**config.mk**
```make
export PLATFORM = sky130hd
export DESIGN_NAME = ahb_lite_interconnect
export DESIGN_NICKNAME = d
export VERILOG_FILES = /design/src/rtl/ahb_lite_interconnect_pkg.sv /design/src/rtl/ahb_default_slave.sv /design/src/rtl/ahb_lite_interconnect.sv
export SDC_FILE = /design/constraint.sdc
export NUM_CORES = 1
export LEC_CHECK = 0
export CAP_MARGIN = 20
export CORE_AREA = 3 3 141 143
export CTS_CLUSTER_DIAMETER = 150
export DETAILED_ROUTE_END_ITERATION = 6
export DIE_AREA = 0 0 144 146
export PLACE_DENSITY_LB_ADDON = 0.1
export RECOVER_POWER = 50
export SYNTH_ARGS = -nofsm -noshare
export SYNTH_HDL_FRONTEND = slang
export SYNTH_SLANG_ARGS = --single-unit
```
**constraint.sdc**
```tcl
create_clock -name clk -period 3 [get_ports clk]
set_input_delay 0.3 -clock clk [delete_from_list [all_inputs] [get_ports clk]]
set_output_delay 0.3 -clock clk [all_outputs]
set_load 0.03 [all_outputs]
```
**src/rtl/ahb_lite_interconnect_pkg.sv**
```systemverilog
// Shared AHB-lite encodings, data-phase FSM states and error-cause codes
// for the single-master interconnect.
package ahb_pkg;

  typedef enum logic [1:0] {
    HTRANS_IDLE   = 2'b00,
    HTRANS_BUSY   = 2'b01,
    HTRANS_NONSEQ = 2'b10,
    HTRANS_SEQ    = 2'b11
  } htrans_e;

  typedef enum logic [1:0] {
    HRESP_OKAY  = 2'b00,
    HRESP_ERROR = 2'b01
  } hresp_e;

  typedef enum logic [1:0] {
    DP_NONE  = 2'b00,
    DP_SLAVE = 2'b01,
    DP_ERR1  = 2'b10,
    DP_ERR2  = 2'b11
  } dp_state_e;

  localparam logic [1:0] CAUSE_DECODE  = 2'b01;
  localparam logic [1:0] CAUSE_TIMEOUT = 2'b10;

endpackage

```
**src/rtl/ahb_default_slave.sv**
```systemverilog
// Built-in ERROR responder: drives the two-cycle ERROR handshake while the
// data phase sits in DP_ERR1/DP_ERR2 and holds the software-visible error record.
module ahb_default_slave
  import ahb_pkg::*;
#(
  parameter int ADDR_W = 32
) (
  input  logic              clk,
  input  logic              rst_n,
  input  dp_state_e         state,
  input  logic              capture,
  input  logic [1:0]        cap_cause,
  input  logic [ADDR_W-1:0] cap_addr,
  input  logic              err_clr,
  output logic              ds_hready,
  output logic [1:0]        ds_hresp,
  output logic              err_valid,
  output logic [1:0]        err_cause,
  output logic [ADDR_W-1:0] err_addr,
  output logic              err_irq
);

  // First ERROR cycle stalls the master, second one completes the transfer.
  always_comb begin
    ds_hready = 1'b1;
    ds_hresp  = HRESP_OKAY;
    if (state == DP_ERR1) begin
      ds_hready = 1'b0;
      ds_hresp  = HRESP_ERROR;
    end else if (state == DP_ERR2) begin
      ds_hresp  = HRESP_ERROR;
    end
  end

  // A capture in the same cycle as err_clr keeps the flag set.
  always_ff @(posedge clk) begin
    if (!rst_n) begin
      err_valid <= 1'b0;
      err_cause <= '0;
      err_addr  <= '0;
      err_irq   <= 1'b0;
    end else begin
      err_irq <= capture;
      if (capture) begin
        err_valid <= 1'b1;
        err_cause <= cap_cause;
        err_addr  <= cap_addr;
      end else if (err_clr) begin
        err_valid <= 1'b0;
      end
    end
  end

endmodule

```
**src/rtl/ahb_lite_interconnect.sv**
```systemverilog
// Single-master AHB-lite interconnect: address decode, registered data-phase
// select, return mux and hung-slave timeout feeding the built-in ERROR responder.
module ahb_lite_interconnect
  import ahb_pkg::*;
#(
  parameter int                            NUM_SLAVES     = 4,
  parameter int                            ADDR_W         = 32,
  parameter int                            DATA_W         = 32,
  parameter logic [NUM_SLAVES*ADDR_W-1:0]  SLAVE_BASE     = '0,
  parameter logic [NUM_SLAVES*ADDR_W-1:0]  SLAVE_MASK     = '0,
  parameter int                            TIMEOUT_CYCLES = 256
) (
  input  logic                         clk,
  input  logic                         rst_n,
  input  logic [ADDR_W-1:0]            m_haddr,
  input  logic [1:0]                   m_htrans,
  input  logic                         m_hwrite,
  input  logic [2:0]                   m_hsize,
  input  logic [2:0]                   m_hburst,
  input  logic [DATA_W-1:0]            m_hwdata,
  output logic [DATA_W-1:0]            m_hrdata,
  output logic                         m_hready,
  output logic [1:0]                   m_hresp,
  output logic [NUM_SLAVES-1:0]        s_hsel,
  output logic [ADDR_W-1:0]            s_haddr,
  output logic [1:0]                   s_htrans,
  output logic                         s_hwrite,
  output logic [2:0]                   s_hsize,
  output logic [2:0]                   s_hburst,
  output logic [DATA_W-1:0]            s_hwdata,
  output logic                         s_hready,
  input  logic [NUM_SLAVES*DATA_W-1:0] s_hrdata,
  input  logic [NUM_SLAVES-1:0]        s_hreadyout,
  input  logic [NUM_SLAVES*2-1:0]      s_hresp,
  output logic                         err_valid,
  output logic [1:0]                   err_cause,
  output logic [ADDR_W-1:0]            err_addr,
  input  logic                         err_clr,
  output logic                         err_irq
);

  localparam int IDX_W = (NUM_SLAVES > 1) ? $clog2(NUM_SLAVES) : 1;
  localparam int CNT_W = (TIMEOUT_CYCLES > 0) ? $clog2(TIMEOUT_CYCLES + 1) : 1;

  dp_state_e         state_q, state_d;
  logic [IDX_W-1:0]  dsel, hit_idx;
  logic [CNT_W-1:0]  wait_cnt;
  logic [ADDR_W-1:0] dp_addr;
  logic              hit, accept, slave_rdy, timeout, capture;
  logic [1:0]        cap_cause;
  logic [ADDR_W-1:0] cap_addr;
  logic              ds_hready;
  logic [1:0]        ds_hresp;

  assign s_haddr  = m_haddr;
  assign s_htrans = m_htrans;
  assign s_hwrite = m_hwrite;
  assign s_hsize  = m_hsize;
  assign s_hburst = m_hburst;
  assign s_hwdata = m_hwdata;
  assign s_hready = m_hready;

  // Address phase: descending scan so the lowest matching region wins.
  always_comb begin
    hit     = 1'b0;
    hit_idx = '0;
    for (int i = NUM_SLAVES - 1; i >= 0; i--) begin
      if ((m_haddr & SLAVE_MASK[i*ADDR_W +: ADDR_W]) == SLAVE_BASE[i*ADDR_W +: ADDR_W]) begin
        hit     = 1'b1;
        hit_idx = IDX_W'(i);
      end
    end
  end

  always_comb begin
    s_hsel = '0;
    if (hit && m_htrans[1]) s_hsel[hit_idx] = 1'b1;
  end

  assign accept    = m_hready & m_htrans[1];
  assign slave_rdy = s_hreadyout[dsel];
  assign timeout   = (TIMEOUT_CYCLES != 0) && (state_q == DP_SLAVE) && !slave_rdy &&
                     (wait_cnt == CNT_W'(TIMEOUT_CYCLES - 1));
  assign capture   = (accept && !hit) || timeout;
  assign cap_cause = timeout ? CAUSE_TIMEOUT : CAUSE_DECODE;
  assign cap_addr  = timeout ? dp_addr : m_haddr;

  // Data phase: return path follows the registered select.
  always_comb begin
    m_hrdata = '0;
    m_hready = ds_hready;
    m_hresp  = ds_hresp;
    if (state_q == DP_SLAVE) begin
      m_hrdata = s_hrdata[dsel*DATA_W +: DATA_W];
      m_hready = slave_rdy;
      m_hresp  = s_hresp[dsel*2 +: 2];
    end
  end

  always_comb begin
    state_d = state_q;
    case (state_q)
      DP_SLAVE: begin
        if (timeout)        state_d = DP_ERR1;
        else if (slave_rdy) state_d = DP_NONE;
      end
      DP_ERR1: state_d = DP_ERR2;
      default: state_d = DP_NONE;
    endcase
    if (accept) state_d = hit ? DP_SLAVE : DP_ERR1;
  end

  always_ff @(posedge clk) begin
    if (!rst_n) begin
      state_q  <= DP_NONE;
      dsel     <= '0;
      wait_cnt <= '0;
    end else begin
      state_q <= state_d;
      if (accept && hit) dsel <= hit_idx;
      if (m_hready)                                wait_cnt <= '0;
      else if (state_q == DP_SLAVE && !slave_rdy)  wait_cnt <= wait_cnt + 1'b1;
    end
  end

  always_ff @(posedge clk) begin
    if (accept) dp_addr <= m_haddr;
  end

  ahb_default_slave #(.ADDR_W(ADDR_W)) u_default_slave (
    .clk       (clk),
    .rst_n     (rst_n),
    .state     (state_q),
    .capture   (capture),
    .cap_cause (cap_cause),
    .cap_addr  (cap_addr),
    .err_clr   (err_clr),
    .ds_hready (ds_hready),
    .ds_hresp  (ds_hresp),
    .err_valid (err_valid),
    .err_cause (err_cause),
    .err_addr  (err_addr),
    .err_irq   (err_irq)
  );

endmodule

```
# Word level (Yosys, flattened, before mapping)

Index checks and enable logic that the tools add are counted.

Add/subtract/negate cells: 1
Equal/unequal tests: 6
Muxes and demuxes: 13
Bitwise logic cells: 2
Reductions and logical operators: 6

Operator list:

| cell                                                                     | count |
|---|---|
| 32-bit 2-to-1 mux                                                        | 1 |
| 9-bit by 1-bit adder with 9-bit output (second input constant)           | 1 |
| 9-bit by 8-bit equality test with 1-bit output (second input constant)   | 1 |
| 2-bit 2-to-1 mux                                                         | 4 |
| 1-bit 2-to-1 mux                                                         | 7 |
| 2-bit equality test (second input constant)                              | 2 |
| 4-bit by 3-bit inequality test with 1-bit output (second input constant) | 1 |
| 2-bit case mux with 2 select lines                                       | 1 |
| 2-bit OR reduction                                                       | 2 |
| 3-bit by 2-bit inequality test with 1-bit output (second input constant) | 1 |
| 2-bit by 1-bit equality test with 1-bit output (second input constant)   | 1 |
| 1-bit logical AND                                                        | 2 |
| 2-bit nonzero test                                                       | 1 |
| 1-bit bitwise AND                                                        | 1 |
| 1-bit logical NOT                                                        | 1 |
| 1-bit inverter                                                           | 1 |

Register bits after elaboration: 78

# Longest topological paths before layout

Gate-level depths: netlist of run 1.

Depth after elaboration: 6
Gate-level depth with buffers: 9
Depth with buffers taken out: 8

# By module

Synthesis of run 1 repeated with hierarchy kept, for this count alone.

Cell total of the unflattened synthesis: 372
Area total of the unflattened synthesis: 4280.4 um^2

Modules (own cells, without submodules):

| module                | instances | cells each | area each (um^2) |
|---|---|---|---|
| ahb_lite_interconnect | 1         | 254        | 2882.8 |
| ahb_default_slave     | 1         | 118        | 1397.6 |

# Worst setup path after synthesis of run 1

Ideal clock, no wire load.

Path kind: reg-to-reg
Start point: reg state_q[1]
End point: reg dp_addr[0] (enable)
Data arrival time: 1.799 ns
Required time: 2.607 ns
Slack: 0.808 ns
Cell stages (with the launch flop): 7
Cell sequence: dfxtp_1 > inv_1 > ha_1 > nand2b_1 > buf_6 > o21a_4 > and2_1

Cells in the longest elaborated chain, start to end: 4
Elaborated cells on any way between the ends: 5
Classes of those cells: eq/ne (2); mux (2); bitwise (1)

RTL lines:

| element                | line                         | text |
|---|---|---|
| start, declared        | ahb_lite_interconnect.sv:45  | `dp_state_e state_q, state_d;` |
| start signal, assigned | ahb_lite_interconnect.sv:119 | `state_q <= state_d;` |
| 2-bit equality test    | ahb_default_slave.sv:27      | `if (state == DP_ERR1) begin` |
| 1-bit 2-to-1 mux       | ahb_default_slave.sv:27      |  |
| 1-bit 2-to-1 mux *     | ahb_lite_interconnect.sv:93  | `if (state_q == DP_SLAVE) begin` |
| named net m_hready     | ahb_lite_interconnect.sv:22  | `output logic m_hready,` |
| 1-bit bitwise AND *    | ahb_lite_interconnect.sv:80  | `assign accept = m_hready & m_htrans[1];` |
| named net accept       | ahb_lite_interconnect.sv:49  | `logic hit, accept, slave_rdy, timeout, capture;` |
| end signal, assigned   | ahb_lite_interconnect.sv:127 | `if (accept) dp_addr <= m_haddr;` |
| end, declared          | ahb_lite_interconnect.sv:48  | `logic [ADDR_W-1:0] dp_addr;` |

The timed path passes the listed nets; every way through them passes the cells marked *.
A chain may end at the register's enable or synchronous reset.

# Worst setup path in the final report of run 1

Start point: reg state_q[1]
End point: out s_hready

Cells in the longest elaborated chain, start to end: 3
Elaborated cells on any way between the ends: 4
Classes of those cells: eq/ne (2); mux (2)

RTL lines:

| element             | line                        | text |
|---|---|---|
| 2-bit equality test | ahb_default_slave.sv:27     |  |
| 1-bit 2-to-1 mux    | ahb_default_slave.sv:27     |  |
| 1-bit 2-to-1 mux *  | ahb_lite_interconnect.sv:93 |  |
| end, declared       | ahb_lite_interconnect.sv:31 | `output logic s_hready,` |

Every way passes the cells marked *; elsewhere a longest branch is shown, timed or not.

==> results.py, run 1 <==
metrics = {
    "logic_synthesis": {
        "syn_inst": 365,
        "seq_area_frac_synth_pct": 51.2,
        "synth_largest_area_cell": "edfxtp_1",
        "yosys.area.top_type_share_pct": 26.2,
        "syn-cell-area_um2": 3670,
        "syn_avg_cell_area_um2": 10.1,
        "synth_compound_area_share_pct": 9.10,
        "synthAdderAreaFrac_pct": 1.70,
        "synth_top_family_by_area": "buffers and inverters",
        "synth-simple-area-share_pct": 16.9,
        "synth_xor_area_share_pct": 1.43,
        "synthMuxAreaShare_pct": 0,
        "synthTopCellsByArea": "edfxtp_1, dfxtp_1, buf_4, nand2_1, a21boi_1",
        "ys_types": 33,
        "yosysWarnings": 0,
        "ys_ff_latch": 78,
    },
    "grt": {
        "antenna_found_initial": 0,
        "track_usage_pct": 11.1,
        "grt_max_degree": 39,
        "gr-total-overflow": 0,
        "grt_first_pass_wirelength_um": 16900,
        "grt_pass1_vias": 2733,
    },
    "setup_path": {
        "critPathMaxFanout": 9,
        "path_class": "reg2out",
        "reg2reg_from": "wait_cnt[0]$_SDFFE_PP0P_",
        "critPathRequiredTime_ns": 2.70,
        "crit_path_start": "state_q[1]$_SDFFE_PP0P_",
        "worstSetupStartpointType": "flop",
        "r2r_cells": 8,
        "rrSetupSlack_ns": 0.96,
        "worstPathArrival_ns": 2.25,
        "crit_path_end_kind": "primary output",
        "r2r-end": "u_default_slave.err_addr[6]$_SDFFE_PN0P_",
    },
    "clocking": {
        "post_cts_buffers": 0,
        "ctsResizeCount": 0,
        "clk_pin_slew_ns": 0.06,
        "cts_tree": "yes",
        "clk_latency_ns": 0.34,
        "cts-buffers-inserted": 9,
        "clockBufferDepth": 2,
        "cts_htree_levels": 3,
        "hold_buffers": 0,
        "root_buffer": "clkbuf_16",
        "clkSinkCount": 78,
    },
    "floorplan": {
        "dieArea_um2": 21000,
        "core-area_um2": 18700,
        "die_w_um": 144,
        "row_count": 50,
        "die_h_um": 146,
        "start_util_pct": 19.6,
        "io-pin-count": 365,
    },
    "routing": {
        "drtIter0Drc": 45,
        "drt.antenna.violating_nets": 0,
        "drc_errors": 0,
        "wire_per_inst_um": 17.6,
        "wl_met1_um": 3890,
        "vias": 2681,
        "finalWirelength_um": 12300,
        "firstDrtPassIters": 4,
        "top_layer": "met4",
        "dr_wl_met2_um": 5660,
        "viasPerCell": 3.82,
        "met3RoutedLength_um": 2520,
    },
    "sta": {
        "finalClockSkew_ns": 0.00573,
        "setup_tns_ns": 0,
        "final_hold_viol_count": 0,
        "max_slew_margin_pct": 45.0,
        "fin_crit_ns": 2.55,
        "tightest_slew_ns": 0.821,
        "finalSetupViolCount": 0,
        "slew_viol_final": 0,
        "rsz0062_at_grt": "no",
        "fmax_ghz": 0.392,
        "final.period_utilization_pct": 85.1,
    },
    "cells_and_area": {
        "post-route-util_pct": 28.6,
        "antennaDiodeCount": 0,
        "drive_gt1_share_pct": 4.93,
        "final_area_um2": 5350,
        "fillers": 1956,
        "syn_to_final_growth_pct": 45.8,
        "num-nets-final": 683,
    },
    "min_path": {
        "hold_class": "reg2reg",
        "worstHoldStart": "u_default_slave.err_addr[14]$_SDFFE_PN0P_",
        "min_to": "u_default_slave.err_addr[14]$_SDFFE_PN0P_",
        "min_path_cells": 2,
    },
    "run": {
        "cap_violations": 0,
    },
    "power": {
        "leakage_nw": 1.97,
        "power_mw": 2.58,
        "ir_worst_vdd_v": 0.000212,
        "power_density_nw_per_um2": 481,
    },
    "placement": {
        "io_buffers": 175,
        "gp_congestion": 0.679,
        "place_area_um2": 5080,
        "dp_hpwl_um": 9230,
    },
    "run_status": {
        "status": "finished clean",
    },
}
[cells by family (layout without fill, tap and decap cells)]
group,after synthesis,after routing
buf+inv,101,200
fa+ha+maj,5,5
compound gates,45,45
simple gates,129,129
xor+xnor,6,6
flops,78,78
other cells,1,4
[cell usage in the layout, fill, tap and decap left out, drive strengths merged, types with 5 or more instances in the layout]
cell | netlist | final
inv | 4 | 5
a21boi | 32 | 32
edfxtp | 32 | 32
dlygate4sd3 | 0 | 78
dfxtp | 46 | 46
and2 | 35 | 35
clkbuf | 6 | 12
nor2 | 9 | 9
buf | 91 | 5
ha | 5 | 5
nand2 | 70 | 70
clkdlybuf4s50 | 0 | 97
[metal layers]
metal  vias up  GRT usage [%]
met3        19           9.20
met2       172           18.1
met4         0           4.61
met5         -              0
li1       1299              -
met1      1191           9.83
[metrics by stage]
step,hold WS [ns],std cells,worst slack [ns]
after floorplan,0.399,368,0.808
after global placement,0.441,685,0.660
after detailed placement,0.445,685,0.668
after CTS,0.453,701,0.398
after global routing,0.470,701,0.260
final,0.447,701,0.447
[power breakdown]
| part | switching [mW] | total (mW) | internal (mW) |
|---|---|---|---|
| combinational | 0.186 | 0.359 | 0.173 |
| clock | 0.445 | 1.07 | 0.630 |
| sequential | 0.00702 | 1.14 | 1.14 |
| total | 0.638 | 2.58 | 1.94 |
[layout make-up]
class / count / area [um^2] / area share [%]
sequential: 78 / 1880 / 35.2
timing repair buffer: 180 / 1800 / 33.7
multi-input combinational: 189 / 1070 / 19.9
tap: 234 / 293 / 5.47
clock buffer: 12 / 267 / 4.98
clock inverter: 4 / 28.8 / 0.538
inverter: 4 / 15.0 / 0.281
[cell usage after synthesis]
cell type   n
buf_4      85
nand2_1    69
dfxtp_1    46
and2_1     35
a21boi_1   32
edfxtp_1   32
nor2_1      9
clkbuf_1    6
ha_1        5
a21oi_1     4
buf_2       4
inv_1       4
nand4_1     3
xnor2_1     3
xor2_1      3
and3b_1     2
buf_6       2
nand3_1     2
nor2b_1     2
nor3_1      2
o21a_1      2
o21ai_0     2
a211oi_2    1
and3_1      1
conb_1      1
nand2_2     1
nand2b_1    1
nand2b_4    1
o21a_4      1
o21ai_1     1
o31ai_1     1
o32ai_1     1
or3_1       1
[registers in the layout, summed over array words and instances (netlist names)]
register and flops:
dp_addr 32, u_default_slave.err_cause 1, wait_cnt 9, u_default_slave.err_addr 32
state_q 2, u_default_slave.err_irq 1, u_default_slave.err_valid 1
[worst max-delay path by stage]
| stage | to | slack [ns] | cells past startpoint |
|---|---|---|---|
| 2_1_floorplan | dp_addr[0]$_DFFE_PP_ | 0.81 | 6 |
| 3_3_place_gp | m_hready | 0.66 | 4 |
| 3_5_place_dp | s_hready | 0.67 | 4 |
| 4_1_cts | m_hrdata[16] | 0.40 | 4 |
| 5_1_grt | s_hready | 0.26 | 5 |
| 6_report | s_hready | 0.45 | 5 |
[critical path, cell delays in order, from the launching register on]
cell and delay (ns):
dfxtp_1 0.35, inv_1 0.07, ha_1 0.23, nand2b_1 0.27, o21a_1 0.28, clkdlybuf4s50_1 0.71
Note: power is estimated with default switching activity, not from simulation.
==> run 2: changes to the inputs <==
--- a/config.mk
+++ b/config.mk
@@ -10,8 +10,8 @@
 export CTS_CLUSTER_DIAMETER = 150
 export DETAILED_ROUTE_END_ITERATION = 6
 export DIE_AREA = 0 0 144 146
-export PLACE_DENSITY_LB_ADDON = 0.1
 export RECOVER_POWER = 50
 export SYNTH_ARGS = -nofsm -noshare
 export SYNTH_HDL_FRONTEND = slang
 export SYNTH_SLANG_ARGS = --single-unit
+export TNS_END_PERCENT = 10
==> results.py, run 2 (synthesis gave the netlist of run 1 again) <==
metrics = {
    "clocking": {
        "post_cts_buffers": 0,
        "cts_htree_levels": 3,
        "ctsResizeCount": 0,
        "cts-buffers-inserted": 9,
        "root_buffer": "clkbuf_16",
        "clockBufferDepth": 2,
        "cts_tree": "yes",
        "clk_latency_ns": 0.34,
        "hold_buffers": 0,
        "clk_pin_slew_ns": 0.06,
        "clkSinkCount": 78,
    },
    "power": {
        "ir_worst_vdd_v": 0.000242,
        "power_frac_comb_pct": 13.9,
        "clockPowerShare_pct": 41.0,
        "switchingPower_mw": 0.621,
        "intPower_mw": 1.91,
        "power_density_nw_per_um2": 474,
        "seqPwrFrac_pct": 45.1,
        "leakage_nw": 1.97,
        "swShare_pct": 24.5,
    },
    "sta": {
        "setup_tns_ns": 0,
        "max_slew_margin_pct": 49.8,
        "finalSetupViolCount": 0,
        "final.period_utilization_pct": 87.8,
        "tightest_slew_ns": 0.750,
        "fin_crit_ns": 2.63,
        "fmax_ghz": 0.380,
        "slew_viol_final": 0,
        "finalClockSkew_ns": 0.00803,
        "rsz0062_at_grt": "no",
        "final_hold_viol_count": 0,
    },
    "floorplan": {
        "io-pin-count": 365,
        "core-area_um2": 18700,
        "dieArea_um2": 21000,
        "die_w_um": 144,
        "start_util_pct": 19.6,
        "die_h_um": 146,
        "row_count": 50,
    },
    "min_path": {
        "hold_class": "reg2reg",
    },
    "setup_path": {
        "slowest_delay_ns": 0.67,
        "critPathRequiredTime_ns": 2.70,
        "crit_path_end_kind": "primary output",
        "crit_family": "buffers and inverters",
        "path_buf_inv": 2,
        "cpMaxStageDelayCell": "clkdlybuf4s50_1",
        "path_class": "reg2out",
        "critPathMaxFanout": 19,
        "worstPathArrival_ns": 2.33,
        "worstSetupStartpointType": "flop",
        "cp_cell_sequence": "inv_1 -> ha_1 -> nand2b_1 -> o21a_4 -> clkdlybuf4s50_1",
    },
    "routing": {
        "viasPerCell": 3.91,
        "drt.antenna.violating_nets": 0,
        "drtIter0Drc": 75,
        "finalWirelength_um": 11000,
        "wire_per_inst_um": 15.8,
        "drc_errors": 0,
        "vias": 2738,
        "firstDrtPassIters": 4,
    },
    "cells_and_area": {
        "post-route-util_pct": 28.6,
        "syn_to_final_growth_pct": 45.7,
        "top_regs": "dp_addr (32), u_default_slave.err_addr (32), wait_cnt (9)",
        "drive_gt1_share_pct": 5.58,
        "antennaDiodeCount": 0,
        "layout_common_cells": "dlygate4sd3_1, clkdlybuf4s50_1, nand2_1",
        "num-nets-final": 682,
    },
    "grt": {
        "antenna_found_initial": 0,
        "grt_first_pass_wirelength_um": 16000,
        "track_usage_pct": 10.3,
        "gr-total-overflow": 0,
        "grt_max_degree": 39,
        "grt_pass1_vias": 2788,
    },
    "placement": {
        "gp_congestion": 0.702,
        "io_buffers": 175,
        "dp_hpwl_um": 8560,
    },
    "run_status": {
        "status": "finished clean",
    },
    "run": {
        "cap_violations": 0,
    },
}
[run 2: tightest hold or removal path, cell delays in order, from the launching register on]
cell	delay, ns
dfxtp_1	0.31
nand2_1	0.05
a21boi_1	0.05
[run 2: area by class of cell]
class	count	area [um^2]
inverter	4	15.0
timing repair buffer	179	1790
multi-input combinational	189	1090
clock buffer	12	256
tap	234	293
sequential	78	1880
fill	1932	13400
clock inverter	4	30.0
[run 2: path summary, 6_finish.rpt]
| kind | startpoint | end | slack, ns | cells past startpoint |
|---|---|---|---|---|
| hold / removal | u_default_slave.err_addr[31]$_SDFFE_PN0P_ | u_default_slave.err_addr[31]$_SDFFE_PN0P_ | 0.45 | 2 |
| hold reg to reg | u_default_slave.err_addr[31]$_SDFFE_PN0P_ | u_default_slave.err_addr[31]$_SDFFE_PN0P_ | 0.45 | 2 |
| setup reg to reg | state_q[1]$_SDFFE_PP0P_ | dp_addr[28]$_DFFE_PP_ | 0.72 | 6 |
| setup / recovery | state_q[1]$_SDFFE_PP0P_ | s_hready | 0.37 | 5 |
[run 2: stage by stage]
stage	cells	area, um^2	setup WS [ns]	hold WS, ns	total power [mW]
global placement	684	5060	0.655	0.441	1.54
global route	700	5350	0.134	0.470	2.66
detailed placement	684	5060	0.636	0.445	1.54
finish	700	5350	0.365	0.449	2.54
CTS	700	5350	0.274	0.454	2.61
floorplan	368	3680	0.808	0.399	1.47
[run 2: power groups by stage]
stage | Clock, mW | Combinational, mW | Sequential [mW]
finish | 1.04 | 0.352 | 1.14
global route | 1.14 | 0.376 | 1.15
CTS | 1.09 | 0.374 | 1.14
detailed placement | 0 | 0.373 | 1.17
global placement | 0 | 0.371 | 1.17
floorplan | 0 | 0.302 | 1.17
[run 2: per-layer routing]
| metal | share of wire [%] | wire length [um] | GRT usage [%] | vias up |
|---|---|---|---|---|
| met2 | 46 | 5090 | 16.7 | 178 |
| met4 | 1.8 | 199 | 4.05 | 2 |
| met1 | 35 | 3830 | 10.1 | 1247 |
| met5 | 0.94 | 104 | 3.59 | - |
| met3 | 16 | 1810 | 7.16 | 17 |
| li1 | - | - | - | 1294 |
